`src/rtl/arm_banked_regfile_if.sv`:
```
// arm_banked_regfile_if -- request/response bundle for the banked register file.
// The master issues two read requests and one write per cycle; the slave
// (the register file) returns registered read data with a one-cycle valid.
interface arm_banked_regfile_if #(
    parameter int DATA_W = 32
);
    logic              ra_en;
    logic [4:0]        ra_idx;
    logic              rb_en;
    logic [4:0]        rb_idx;
    logic              we;
    logic [4:0]        w_idx;
    logic [DATA_W-1:0] wdata;
    logic [DATA_W-1:0] ra_data;
    logic              ra_vld;
    logic [DATA_W-1:0] rb_data;
    logic              rb_vld;

    modport master (
        output ra_en, ra_idx, rb_en, rb_idx, we, w_idx, wdata,
        input  ra_data, ra_vld, rb_data, rb_vld
    );

    modport slave (
        input  ra_en, ra_idx, rb_en, rb_idx, we, w_idx, wdata,
        output ra_data, ra_vld, rb_data, rb_vld
    );
endinterface

```
`src/rtl/arm_banked_regfile.sv`:
```
// arm_banked_regfile -- 31-entry physical register file behind the ARM
// mode/address bank mapper. Two independent read ports with one cycle of
// latency, one write port. Index 31 is the unused slot: writes to it are
// dropped and reads of it return zero.
//
// Build option: define REGFILE_WR_BYPASS_EN to forward same-cycle write data
// to a read of the same index; without it such a read sees the old value.
module arm_banked_regfile #(
    parameter int DATA_W = 32
) (
    input  logic                  clk,
    input  logic                  rst_n,
    arm_banked_regfile_if.slave   bus
);

    localparam logic [4:0] LAST_IDX = 5'd31;
    localparam int         ENTRIES  = 31;

    logic [DATA_W-1:0] mem [0:ENTRIES-1];

    logic [DATA_W-1:0] ra_next_p0;
    logic [DATA_W-1:0] rb_next_p0;
    logic [DATA_W-1:0] ra_data_p1;
    logic [DATA_W-1:0] rb_data_p1;
    logic              vld_a_p1;
    logic              vld_b_p1;

    // Storage update: whole array clears on reset, unused slot ignores writes.
    always_ff @(posedge clk or negedge rst_n) begin
        if (!rst_n) begin
            for (int i = 0; i < ENTRIES; i++) begin
                mem[i] <= '0;
            end
        end else if (bus.we && (bus.w_idx != LAST_IDX)) begin
            mem[bus.w_idx] <= bus.wdata;
        end
    end

    // Read port A lookup (p0): zero for the unused slot, optional write forwarding.
    always_comb begin
        ra_next_p0 = '0;
        if (bus.ra_idx != LAST_IDX) begin
            ra_next_p0 = mem[bus.ra_idx];
`ifdef REGFILE_WR_BYPASS_EN
            if (bus.we && (bus.w_idx == bus.ra_idx)) begin
                ra_next_p0 = bus.wdata;
            end
`endif
        end
    end

    // Read port B lookup (p0): same rules as port A, fully independent.
    always_comb begin
        rb_next_p0 = '0;
        if (bus.rb_idx != LAST_IDX) begin
            rb_next_p0 = mem[bus.rb_idx];
`ifdef REGFILE_WR_BYPASS_EN
            if (bus.we && (bus.w_idx == bus.rb_idx)) begin
                rb_next_p0 = bus.wdata;
            end
`endif
        end
    end

    // p0 -> p1: capture read results; data holds when the port is idle.
    always_ff @(posedge clk or negedge rst_n) begin
        if (!rst_n) begin
            ra_data_p1 <= '0;
            rb_data_p1 <= '0;
            vld_a_p1   <= 1'b0;
            vld_b_p1   <= 1'b0;
        end else begin
            vld_a_p1 <= bus.ra_en;
            vld_b_p1 <= bus.rb_en;
            if (bus.ra_en) begin
                ra_data_p1 <= ra_next_p0;
            end
            if (bus.rb_en) begin
                rb_data_p1 <= rb_next_p0;
            end
        end
    end

    assign bus.ra_data = ra_data_p1;
    assign bus.ra_vld  = vld_a_p1;
    assign bus.rb_data = rb_data_p1;
    assign bus.rb_vld  = vld_b_p1;

endmodule

```
`src/flat_wrapper.sv`:
```
// flat-port wrapper written by rule: the top's interface ports become plain ports
module arm_banked_regfile_flat 
#(
    parameter int DATA_W = 32
)
  (clk, rst_n, bus_ra_en, bus_ra_idx, bus_rb_en, bus_rb_idx, bus_we, bus_w_idx, bus_wdata, bus_ra_data, bus_ra_vld, bus_rb_data, bus_rb_vld);
  arm_banked_regfile_if #(.DATA_W(DATA_W)) bus_i ();
  input  logic clk;
  input  logic rst_n;
  input wire logic [$bits(bus_i.ra_en)-1:0] bus_ra_en;
  input wire logic [$bits(bus_i.ra_idx)-1:0] bus_ra_idx;
  input wire logic [$bits(bus_i.rb_en)-1:0] bus_rb_en;
  input wire logic [$bits(bus_i.rb_idx)-1:0] bus_rb_idx;
  input wire logic [$bits(bus_i.we)-1:0] bus_we;
  input wire logic [$bits(bus_i.w_idx)-1:0] bus_w_idx;
  input wire logic [$bits(bus_i.wdata)-1:0] bus_wdata;
  output wire logic [$bits(bus_i.ra_data)-1:0] bus_ra_data;
  output wire logic [$bits(bus_i.ra_vld)-1:0] bus_ra_vld;
  output wire logic [$bits(bus_i.rb_data)-1:0] bus_rb_data;
  output wire logic [$bits(bus_i.rb_vld)-1:0] bus_rb_vld;
  assign bus_i.ra_en = bus_ra_en;
  assign bus_i.ra_idx = bus_ra_idx;
  assign bus_i.rb_en = bus_rb_en;
  assign bus_i.rb_idx = bus_rb_idx;
  assign bus_i.we = bus_we;
  assign bus_i.w_idx = bus_w_idx;
  assign bus_i.wdata = bus_wdata;
  assign bus_ra_data = bus_i.ra_data;
  assign bus_ra_vld = bus_i.ra_vld;
  assign bus_rb_data = bus_i.rb_data;
  assign bus_rb_vld = bus_i.rb_vld;
  arm_banked_regfile #(.DATA_W(DATA_W)) u_core (.clk(clk), .rst_n(rst_n), .bus(bus_i));
endmodule
```
`config.mk`:
```
export PLATFORM = sky130hd
export DESIGN_NAME = arm_banked_regfile_flat
export DESIGN_NICKNAME = d
export VERILOG_FILES = /design/src/rtl/arm_banked_regfile_if.sv /design/src/rtl/arm_banked_regfile.sv /design/src/flat_wrapper.sv
export SDC_FILE = /design/constraint.sdc
export NUM_CORES = 2
export LEC_CHECK = 0
export ABC_AREA = 1
export ABC_CLOCK_PERIOD_IN_PS = 1300
export CORE_ASPECT_RATIO = 1.5
export CORE_MARGIN = 3
export CORE_UTILIZATION = 35
export DETAILED_ROUTE_END_ITERATION = 7
export PLACE_DENSITY = 0.51
export SYNTH_ARGS = -nofsm -noshare
export SYNTH_HDL_FRONTEND = slang
export SYNTH_SLANG_ARGS = --single-unit
```
`constraint.sdc`:
```
create_clock -name clk -period 1.3 [get_ports clk]
set_clock_uncertainty 0.2 [all_clocks]
set_input_delay 0.26 -clock clk [delete_from_list [all_inputs] [get_ports clk]]
set_output_delay 0.26 -clock clk [all_outputs]
set_load 0.05 [all_outputs]
```
==> summary.md <==
| Metric | Value |
|---|---|
| P_leak | 38.6 nW |
| Initial Util | 35.3% |
| Crit-path slowest cell | dfrtp_1 |
| Setup tns final | -41.49 ns |
| Drt first pass iters | 6 |
| Worst-path clk slew | 0.06 ns |
| Die Y-Extent | 507 um |
| Count of pins over their slew limit | 0 |
| Final hold viol count | 14 |
| Pin count of the biggest net entering global routing | 59 |
| Failing checks | hold timing, setup timing |
| Initial antenna violation count | 10 |
| Synthesized area | 0.0586 mm2 |
| Post-Synthesis Cells | 8688 |
| Global-route wire length before repair | 422000 um |
| Setup WS post-layout | -0.642 ns |
| Cell variety after synth | 26 |
| Fin crit share | 149% |
| Seq/Total Area, Yosys | 45.2% |
| WP data required | 0.84 ns |
| Area added between synthesis and finish | 36.1% |
| CTS max path bufs | 3 |
| Unrepaired setup endpoints after global routing | yes |
| Die area | 0.172 mm2 |
| Total CTS buffers | 113 |
| Final wirelength | 294000 um |
| FMAX | 515 MHz |
| Ports | 118 |
| CP dominant cell by count | buf_12 |
| Area post-placement | 0.0726 mm2 |
| Max Cap Violations | 0 |
| Synthesis-stage register bit count | 1058 |
| Kind of critical path | flip-flop to primary output |
| # H-tree levels | 3 |
| Cell Rows | 183 |
| I/O Buffers | 117 |
| Total grt overflow | 0 |
| Vias per Instance | 5.45 |
| Clk root buf | clkbuf_16 |
| Vias | 64200 |
| All-Layer GR Usage | 33.1% |
| Avg WL per Cell | 24.9 um |
| Pwr dens | 1380 mW/mm2 |
| Clock Sinks | 1058 |
| Nets | 9514 |
| CTS tree | yes |
| Status | finished, violations left |
| Hold Buf Count CTS | 10 |
| Critical Path End Type | primary output |
| Dpl hpwl | 190000 um |
| Multi-input logic area | 0.0281 mm2 |
| CP max FO | 2 |
| DRC | 0 |
| Syn Area/Cell | 6.74 um2 |
| Setup-failing EPs final | 130 |
| Post-route minimum period | 1.94 ns |
| Max incr delay on CP | 0.40 ns |
| Min-Delay Path Class | input port to flip-flop |
| Post-route ant nets | 0 |
| WHS | -0.0683 ns |
| Slew @ Worst Pin | 0.525 ns |
| Clk_lat worst skew | 0.77 ns |
| Vias in the first global route | 61700 |
| Critical Path AT | 1.48 ns |
| Synth warnings | 0 |
| Slew Limit Headroom | 65.0% |
| Routability Congestion | 0.935 |
| Crit-path cells | buf_12 -> buf_12 |
| Post-Syn Nets | 8740 |
| Drt initial violations | 7189 |
| Sequential cell area | 0.0265 mm2 |
| Fillcell total | 16300 |
| Chip width | 340 um |
| VDD IR max | 1140 uV |
| Design area | 0.0797 mm2 |
| Layout cells sized above 1 | 21.3% |
| CP startpoint kind | flip-flop |
| Core area | 0.166 mm2 |
-- metrics by stage --
stage,power [mW],std cells,setup slack (ns),util (%),hold WS (ns)
floorplan,59.6,8688,-0.415,-,-0.236
finish,110,11800,-0.642,48.0,-0.0683
global placement,73.4,11400,-1.17,43.8,-0.0564
detailed placement,74.0,11400,-1.19,43.8,-0.0567
CTS,109,11700,-0.680,47.3,-0.00527
global route,116,11800,-0.662,48.0,-0.0580
-- cell type report --
class | instances | share of cell area, %
repair buffers | 1316 | 19.7
inverters | 732 | 3.54
clock inverters | 28 | 0.367
diodes | 6 | 0.0188
flip-flops and latches | 1058 | 33.3
multi-input cells | 6241 | 35.2
clock buffers | 183 | 4.45
well taps | 2220 | 3.48
-- power breakdown --
part           internal (mW)  leakage, nW  switching (mW)
Combinational           13.6         24.0            18.2
Clock                   19.4         1.91            14.9
Sequential              40.1         12.6            4.21
-- cell families (layout without fill, tap and decap cells) --
logic type	after synthesis	after routing	share of synthesized area, %
AO/OA/AOI/OAI	1208	1208	10.3
buffers and inverters	1389	2259	9.36
flip-flops	1058	1058	45.2
other	0	6	0
AND/OR/NAND/NOR	5033	5033	35.1
-- registers in the layout, summed over array words and instances (netlist names) --
name                count
u_core.bus.ra_data     32
u_core.bus.ra_vld       1
u_core.bus.rb_data     32
u_core.bus.rb_vld       1
u_core.mem            992
-- placed cells by master, fill, tap and decap left out, types with 42 or more instances in the layout --
cell,netlist,final
o21ai_0,813,691
nand4_1,196,196
nand2_2,1,136
buf_12,0,397
o21ai_1,40,158
clkbuf_16,0,122
a21oi_1,352,320
nor2_2,13,42
nand3_2,3,105
inv_1,714,572
dfrtp_1,1058,1018
buf_4,8,796
nand3_1,768,661
nor2_1,417,365
nand2_1,3619,3470
inv_2,15,147
-- routing by layer --
| layer | GRT usage, % | vias up | wire length [um] |
|---|---|---|---|
| met3 | 5.78 | 908 | 26400 |
| met1 | 41.7 | 30900 | 113000 |
| met4 | 19.4 | 4 | 20100 |
| met5 | 0 | - | 34 |
| met2 | 53.5 | 3529 | 134000 |
| li1 | - | 28900 | - |
-- cells in the mapped netlist (all sizes together) --
cell type     n  area, um2
a21oi       353       1780
a31oi         2       12.5
buf         239       1150
clkbuf      418       1580
clkinv        3       12.5
dfrtp      1058      26500
inv         729       2740
nand2      3622      13600
nand3       771       3870
nand4       196       1230
nor2        437       1730
nor3          3       30.0
nor4          4       85.1
o21ai       853       4270
-- worst paths after layout --
path / from / end / slack, ns / cells past startpoint
setup / recovery: u_core.bus.ra_data[10] / bus_ra_data[10] / -0.64 / 2
hold / removal: bus_w_idx[1] / u_core.mem[132] / -0.07 / 6
setup reg to reg: u_core.mem[531] / u_core.bus.ra_data[19] / -0.25 / 11
hold reg to reg: u_core.mem[187] / u_core.mem[187] / 0.29 / 2
max in group asynchronous: rst_n / u_core.mem[869] / 0.05 / 5
min in group asynchronous: rst_n / u_core.mem[367] / 0.02 / 3
-- critical path: cells and delay by family (launching register included) --
family | cells | cell delay [ns]
DFF | 1 | 0.40
buffers and inverters | 2 | 0.30
-- repair_timing --
action | CTS | global route
endpoints found under the setup margin | 1085 | 933
pin swaps | 215 | 296
gates cloned | 18 | 8
endpoints found under the hold margin | 1067 | 13
buffers inserted | 81 | 47
gates resized for setup | 336 | 302
(Power assumes the default switching activity.)
